===== config.mk =====
export PLATFORM = sky130hd
export DESIGN_NAME = pe_act_sched
export DESIGN_NICKNAME = d
export VERILOG_FILES = /design/src/rtl/pe_act_sched.sv
export SDC_FILE = /design/constraint.sdc
export NUM_CORES = 1
export LEC_CHECK = 0
export BUFFER_PORTS_ARGS = -buffer_cell sky130_fd_sc_hd__buf_2
export CAP_MARGIN = 20
export CORE_ASPECT_RATIO = 1.75
export CORE_MARGIN = 10
export CORE_UTILIZATION = 44
export DETAILED_ROUTE_END_ITERATION = 16
export HOLD_SLACK_MARGIN = 0.05
export PLACE_DENSITY = 0.76
export RECOVER_POWER = 25
export SLEW_MARGIN = 20
export SYNTH_ARGS = -nofsm -noshare
export SYNTH_HDL_FRONTEND = slang
export SYNTH_SLANG_ARGS = --single-unit
export TNS_END_PERCENT = 1

===== constraint.sdc =====
create_clock -name clk -period 2.7 [get_ports clk]
set_clock_uncertainty 0.2 [all_clocks]
set_input_delay 0.54 -clock clk [delete_from_list [all_inputs] [get_ports clk]]
set_output_delay 0.54 -clock clk [all_outputs]
set_load 0.03 [all_outputs]

===== src/rtl/pe_act_sched.sv =====
// Per-PE activation scheduler: buffers input activations and issues one compute beat per owned output activation.
// Optional build macro PE_ZERO_SKIP_EN drops zero-valued activations at the FIFO input.
module pe_act_sched #(
   parameter int FIFO_DEPTH = 4,
   parameter int DATA_W     = 16,
   parameter int ADDR_W     = 8,
   parameter int LAYER_W    = 4,
   parameter int ACT_NO_W   = 4,
   parameter int WMEM_W     = 12
) (
   input  logic                     clk,
   input  logic                     rst,
   input  logic                     cfg_start,
   input  logic [LAYER_W-1:0]       cfg_layer_idx,
   input  logic [ADDR_W-1:0]        cfg_col_dim,
   input  logic [WMEM_W-1:0]        cfg_w_mem_offset,
   input  logic [ACT_NO_W:0]        cfg_num_out,
   input  logic                     in_valid,
   output logic                     in_ready,
   input  logic [ADDR_W-1:0]        in_act_idx_i,
   input  logic signed [DATA_W-1:0] in_act_value_i,
   input  logic                     in_last,
   input  logic                     stall,
   output logic                     comp_en,
   output logic [LAYER_W-1:0]       layer_idx,
   output logic [ADDR_W-1:0]        in_act_idx,
   output logic signed [DATA_W-1:0] in_act_value,
   output logic [ACT_NO_W-1:0]      out_act_addr,
   output logic [ADDR_W-1:0]        col_dim,
   output logic [WMEM_W-1:0]        w_mem_offset,
   output logic                     busy,
   output logic                     layer_done
);

   localparam int PW = $clog2(FIFO_DEPTH);

   typedef enum logic [1:0] {IDLE, RUN, DONE} state_t;

   state_t                   state_q, state_d;
   logic [PW:0]              wr_ptr_q, wr_ptr_d;
   logic [PW:0]              rd_ptr_q, rd_ptr_d;
   logic                     last_seen_q, last_seen_d;
   logic [ACT_NO_W-1:0]      out_cnt_q, out_cnt_d;
   logic [ACT_NO_W:0]        num_out_q, num_out_d;
   logic [LAYER_W-1:0]       layer_q, layer_d;
   logic [ADDR_W-1:0]        col_q, col_d;
   logic [WMEM_W-1:0]        woff_q, woff_d;
   logic                     comp_en_q, comp_en_d;
   logic [ADDR_W-1:0]        idx_q, idx_d;
   logic signed [DATA_W-1:0] val_q, val_d;
   logic [ACT_NO_W-1:0]      addr_q, addr_d;
   logic                     done_q, done_d;

   logic [ADDR_W-1:0]        idx_mem_q [FIFO_DEPTH];
   logic signed [DATA_W-1:0] val_mem_q [FIFO_DEPTH];

   logic full, empty, push, fifo_wr, issue, last_beat, pop;

   // Pointers carry one extra wrap bit so full and empty are distinguishable.
   assign full      = (wr_ptr_q[PW] != rd_ptr_q[PW]) && (wr_ptr_q[PW-1:0] == rd_ptr_q[PW-1:0]);
   assign empty     = (wr_ptr_q == rd_ptr_q);
   assign in_ready  = (state_q == RUN) && !full;
   assign push      = in_valid && in_ready;
`ifdef PE_ZERO_SKIP_EN
   assign fifo_wr   = push && (in_act_value_i != '0);
`else
   assign fifo_wr   = push;
`endif
   assign issue     = (state_q == RUN) && !empty && !stall;
   assign last_beat = ({1'b0, out_cnt_q} == (num_out_q - 1'b1));
   assign pop       = issue && ((num_out_q == '0) || last_beat);

   always_comb begin
      state_d     = state_q;
      wr_ptr_d    = wr_ptr_q;
      rd_ptr_d    = rd_ptr_q;
      last_seen_d = last_seen_q;
      out_cnt_d   = out_cnt_q;
      num_out_d   = num_out_q;
      layer_d     = layer_q;
      col_d       = col_q;
      woff_d      = woff_q;
      comp_en_d   = 1'b0;
      idx_d       = idx_q;
      val_d       = val_q;
      addr_d      = addr_q;
      done_d      = 1'b0;

      if (fifo_wr) wr_ptr_d = wr_ptr_q + 1'b1;
      if (pop)     rd_ptr_d = rd_ptr_q + 1'b1;

      case (state_q)
         IDLE: begin
            if (cfg_start) begin
               state_d     = RUN;
               layer_d     = cfg_layer_idx;
               col_d       = cfg_col_dim;
               woff_d      = cfg_w_mem_offset;
               num_out_d   = cfg_num_out;
               last_seen_d = 1'b0;
               out_cnt_d   = '0;
            end
         end
         RUN: begin
            if (push && in_last) last_seen_d = 1'b1;
            if (issue && (num_out_q != '0)) begin
               comp_en_d = 1'b1;
               idx_d     = idx_mem_q[rd_ptr_q[PW-1:0]];
               val_d     = val_mem_q[rd_ptr_q[PW-1:0]];
               addr_d    = out_cnt_q;
               out_cnt_d = last_beat ? '0 : out_cnt_q + 1'b1;
            end
            // An empty FIFO means the final pop has already retired.
            if (last_seen_q && empty) state_d = DONE;
         end
         DONE: begin
            done_d  = 1'b1;
            state_d = IDLE;
         end
         default: state_d = IDLE;
      endcase
   end

   always_ff @(posedge clk) begin
      if (rst) begin
         state_q     <= IDLE;
         wr_ptr_q    <= '0;
         rd_ptr_q    <= '0;
         last_seen_q <= 1'b0;
         out_cnt_q   <= '0;
         num_out_q   <= '0;
         layer_q     <= '0;
         col_q       <= '0;
         woff_q      <= '0;
         comp_en_q   <= 1'b0;
         idx_q       <= '0;
         val_q       <= '0;
         addr_q      <= '0;
         done_q      <= 1'b0;
      end else begin
         state_q     <= state_d;
         wr_ptr_q    <= wr_ptr_d;
         rd_ptr_q    <= rd_ptr_d;
         last_seen_q <= last_seen_d;
         out_cnt_q   <= out_cnt_d;
         num_out_q   <= num_out_d;
         layer_q     <= layer_d;
         col_q       <= col_d;
         woff_q      <= woff_d;
         comp_en_q   <= comp_en_d;
         idx_q       <= idx_d;
         val_q       <= val_d;
         addr_q      <= addr_d;
         done_q      <= done_d;
      end
   end

   // Storage needs no reset: pointer reset discards any buffered entries.
   always_ff @(posedge clk) begin
      if (fifo_wr) begin
         idx_mem_q[wr_ptr_q[PW-1:0]] <= in_act_idx_i;
         val_mem_q[wr_ptr_q[PW-1:0]] <= in_act_value_i;
      end
   end

   assign comp_en      = comp_en_q;
   assign layer_idx    = layer_q;
   assign in_act_idx   = idx_q;
   assign in_act_value = val_q;
   assign out_act_addr = addr_q;
   assign col_dim      = col_q;
   assign w_mem_offset = woff_q;
   assign busy         = (state_q != IDLE);
   assign layer_done   = done_q;

endmodule


Word level (Yosys, flattened, before mapping). Memory sizes are Yosys's and may differ from the RTL's. A register that Yosys moved wholly into a read port is not among the register bits. Index checks and enable logic that the tools add are counted. W data, S select, Z words.

Reduce and logical (&&, ||, !) cells: 24. Equality and inequality tests: 10. Add/subtract/negate cells: 4. Muxes and demuxes: 14. Bitwise logic cells: 1.

Operator list (count): $mux W4 (3); $logic_and A1 B1 Y1 (9); $pmux W4 S2 (1); $add A3 B1 Y3 const B (2); $mux W1 (6); $ne A2 B1 Y1 const B (3); $reduce_and A2 Y1 (3); $reduce_and A3 Y1 (2); $eq A4 B5 Y1 (1); $logic_not A5 Y1 (1); $reduce_bool A5 Y1 (1); $sub A5 B1 Y5 const B (1); $add A4 B1 Y4 const B (1); $mux W2 (2); $pmux W2 S2 (1); $reduce_bool A2 Y1 (2); $eq A3 B3 Y1 (1); $logic_not A1 Y1 (3); $eq A2 B1 Y1 const B (1); $eq A2 B2 Y1 (1); $eq A2 B2 Y1 const B (1); $logic_not A2 Y1 (1); $ne A2 B2 Y1 const B (1); $pmux W1 S2 (1); other kinds (4) (4).

Flip-flop bits (word level): 48. Input port bits: 59. Logic and storage cells: 67. Memories: 2. RAM bits: 96. Output and inout port bits: 56.

Memories: val_mem_q (words 4, bits a word 16, read ports 1, clocked after memory_dff 1, write ports 1, line 55) `logic signed [DATA_W-1:0] val_mem_q [FIFO_DEPTH];`; idx_mem_q (words 4, bits a word 8, read ports 1, clocked after memory_dff 1, write ports 1, line 54) `logic [ADDR_W-1:0] idx_mem_q [FIFO_DEPTH];`.

Depth between registers and ports, before layout.
Depth in word-level cells: 8. Depth in mapped cells: 9.

Least setup slack after synthesis. No wires, ideal clock.

Kind: register -> register. From: reg rd_ptr_q[0]. To: mem idx_mem_q[3][0], enable pin. Setup slack: 0.321 ns. Arrival time: 1.795 ns. Cell stages (with the launch flop): 5. Setup time: 0.384 ns. Data required time: 2.116 ns. Path through: dfxtp_1 -> buf_4 -> xnor2_2 -> a311oi_2 -> and2_1.

Longest elaborated chain between the ends: 7.

RTL lines: from (decl) (line 41) `logic [PW:0] rd_ptr_q, rd_ptr_d;`; from (signal assigned) (line 143) `rd_ptr_q <= rd_ptr_d;`; $eq A2 B2 Y1 (line 60) `assign full = (wr_ptr_q[PW] != rd_ptr_q[PW]) && (wr_ptr_q[PW-1:0] == rd_ptr_q[PW-1:0]);`; $logic_and A1 B1 Y1 (line 60); $logic_not A1 Y1 (line 62) `assign in_ready = (state_q == RUN) && !full;`; $logic_and A1 B1 Y1 (line 62); $logic_and A1 B1 Y1 (line 63) `assign push = in_valid && in_ready;`; $mux W1 (line 160) `if (fifo_wr) begin`; $mux W1 (not written as such) (line 161) `idx_mem_q[wr_ptr_q[PW-1:0]] <= in_act_idx_i;`; to (decl) (line 54).

Every way passes these cells.

Worst setup path in the final report.
From: reg num_out_q[0]. To: reg rd_ptr_q[0].

Longest elaborated chain between the ends: 4. Elaborated cells between the ends (all ways): 5. Those cells by class: add/sub (1); eq/ne (1); reduce/logical (3).

RTL lines: from (decl) (line 44) `logic [ACT_NO_W:0] num_out_q, num_out_d;`; from (signal assigned) (line 146) `num_out_q <= num_out_d;`; $sub A5 B1 Y5 (line 70) `assign last_beat = ({1'b0, out_cnt_q} == (num_out_q - 1'b1));`; $eq A4 B5 Y1 (line 70); $logic_or A1 B1 Y1 (*) (line 71) `assign pop = issue && ((num_out_q == '0) || last_beat);`; $logic_and A1 B1 Y1 (*) (line 71).

Every way passes the cells marked *; elsewhere a longest branch is shown, timed or not. A chain may end at the register's enable or synchronous reset.

==> flow_metrics.tcl <==
set metrics [dict create \
    status "complete, no violations" \
    start_util 0.446 \
    total_power_uw 5380 \
    met3_length_um 761 \
    vias 4169 \
    hold_buffers 0 \
    drtIter0Drc 195 \
    htree_levels 4 \
    hold_class "in2reg" \
    synth_area_leaders "edfxtp_1 45%, dfxtp_1 23%, mux4_2 8.5%" \
    ir_drop_mv 0.439 \
    routed_wl_um 14100 \
    grt_pass1_vias 4412 \
    rsz0062_at_grt "no" \
    synth_top_family_by_area "simple AND/OR/NAND/NOR gates" \
    cts_root_buf "clkbuf_16" \
    antenna_found_initial 1 \
    wl_per_cell_um 17.9 \
    worst-slew-pin-transition_ns 0.555 \
    slew_headroom 0.629 \
    synth_fp_nets 544 \
    finalHoldViolCount 0 \
    synth-adder-area-share 0.0138 \
    synth.distinct_cells 40 \
    end_kind "flop" \
    synthMuxAreaShare 0.0871 \
    synthXorXnorAreaFrac 0.0213 \
    postCtsSetupBuffers 0 \
    synth_area_mm2 0.00634 \
    die_x_um 111 \
    layout_common_cells "119 x nand2_1, 96 x edfxtp_1, 92 x buf_2" \
    setup_viol 0 \
    synth_compound_area_frac 0.0705 \
    io_pins 115 \
    cap_violations 0 \
    finalNetCount 663 \
    grt.total_usage 0.144 \
    stdcell_area_mm2 0.00766 \
    grt-ovfl-total 0 \
    drv_slew 0 \
    period_share 0.878 \
    synth-seq-cells 168 \
    finalCriticalPeriod_ns 2.37 \
    cp-start-kind "flop" \
    cts_resized 0 \
    cts.sinks 168 \
    clk_pin_slew_ns 0.06 \
    final_layout_size_suffix_gt1_frac 0.274 \
    syn_inst 478 \
    grt_max_degree 39 \
    grt_pass1_wl_um 22500 \
    clock_latency_ns 0.42 \
    critical_path_arrival_ns 2.47 \
    numCtsBuffers 17 \
    final_common_cell "nand2_1" \
    p_per_area_mw_per_mm2 702 \
    clk_path_buf_depth 2 \
    place.gp.congestion 0.798 \
    cp_data_required_time_ns 2.80 \
    avgSynthCellArea_um2 13.3 \
    drcViolationCount 0 \
    die_h_um 179 \
    ant_nets 0 \
    synthDominantCellAreaShare 0.455 \
    routed_via_density 5.28 \
    leakage_uw 0.00277 \
    ys_seq_area_frac 0.682 \
    synth_edf_count 96 \
    synth_top_area_cell "edfxtp_1" \
    placed_cell_area_mm2 0.00714 \
    synth-simple-area-share 0.102 \
    setup_tns_ns 0 \
    dp_hpwl_um 9840 \
    die_area_mm2 0.0198 \
    fmax_ghz 0.422 \
    rows 58 \
    synth_warnings 0 \
    numPortBuffers 114 \
    cts_tree "built" \
    synthArstFlopShare 0 \
    route.met2.wl_um 8020 \
    wl_met1_um 5090 \
    dr.max_layer_used "met4" \
    areaGrowthSynthToFinish_pct 20.9 \
    drtPass1Iterations 4 \
    path_max_fanout 4 \
    critical_path_class "reg2reg" \
    ys.flop_type "edfxtp_1" \
    fin_util 0.539 \
    core_mm2 0.0142 \
]
registers in the layout, summed over array words and instances (netlist names), 3 cells and up:
name,cells
idx_mem_q,32
out_cnt_q,4
val_mem_q,64
num_out_q,5
out_act_addr,4
in_act_idx,8
col_dim,8
layer_idx,4
wr_ptr_q,3
w_mem_offset,12
rd_ptr_q,3
in_act_value,16
metrics by stage:
| stage | std cells | setup WS (ns) | hold slack (ns) |
|---|---|---|---|
| finish | 790 | 0.329 | 0.150 |
| global route | 790 | 0.145 | 0.142 |
| CTS | 789 | 0.318 | 0.121 |
| detailed placement | 758 | 0.347 | 0.244 |
| global placement | 758 | 0.441 | 0.240 |
| floorplan | 478 | 0.321 | 0.227 |
logic make-up (layout without fill, tap and decap cells):
kind of cell             count (synthesis)  after routing
flip-flops                             168            168
AND/OR/NAND/NOR                        152            152
AO/OA/AOI/OAI                           78             78
buffers and inverters                   36            167
multiplexers                            25             25
XOR/XNOR                                12             12
adder cells (fa/ha/maj)                  7              7
other                                    0              1
cell type report:
class | instances | area, um2
repair buffers | 128 | 661
well taps | 180 | 225
fillers | 1233 | 6560
multi-input cells | 274 | 1870
diodes | 1 | 2.50
inverters | 8 | 30.0
flip-flops and latches | 168 | 4330
clock buffers | 17 | 425
clock inverters | 14 | 126
synth_stat cells (6+ instances only):
| cell type | count |
|---|---|
| clkbuf_1 | 20 |
| dfxtp_1 | 72 |
| ha_1 | 7 |
| xnor2_1 | 7 |
| mux4_2 | 24 |
| edfxtp_1 | 96 |
| a21oi_1 | 60 |
| and2_1 | 6 |
| nor2_1 | 8 |
| nand2_1 | 119 |
| buf_2 | 6 |
| inv_1 | 8 |
where the power goes:
group	switching [uW]	total [uW]	internal (uW)
clock network	980	2250	1270
registers	29.5	2790	2760
logic	219	343	124
total	1230	5380	4150
per-layer routing:
layer	vias up	track usage
li1	1956	-
met5	-	0
met2	126	0.273
met3	20	0.0425
met1	2067	0.140
met4	0	0.0664
path summary, 6_finish.rpt:
| check | start | to | slack (ns) | cells past startpoint |
|---|---|---|---|---|
| max | num_out_q[0]$_SDFFE_PP0P_ | rd_ptr_q[0]$_SDFFE_PP0P_ | 0.33 | 7 |
| min | in_act_value_i[2] | val_mem_q[1][2]$_DFFE_PP_ | 0.15 | 1 |
| max reg2reg | num_out_q[0]$_SDFFE_PP0P_ | rd_ptr_q[0]$_SDFFE_PP0P_ | 0.33 | 7 |
| min reg2reg | w_mem_offset[5]$_SDFFE_PP0P_ | w_mem_offset[5]$_SDFFE_PP0P_ | 0.25 | 2 |
worst max-delay path: stages, from the launching register on:
cell and delay, ns:
dfxtp_1 0.40, inv_1 0.06, ha_1 0.30, xnor2_1 0.14, nor3_2 0.29, a31oi_1 0.17, nor3b_1 0.34, mux2_1 0.36
(Power assumes the default switching activity.)
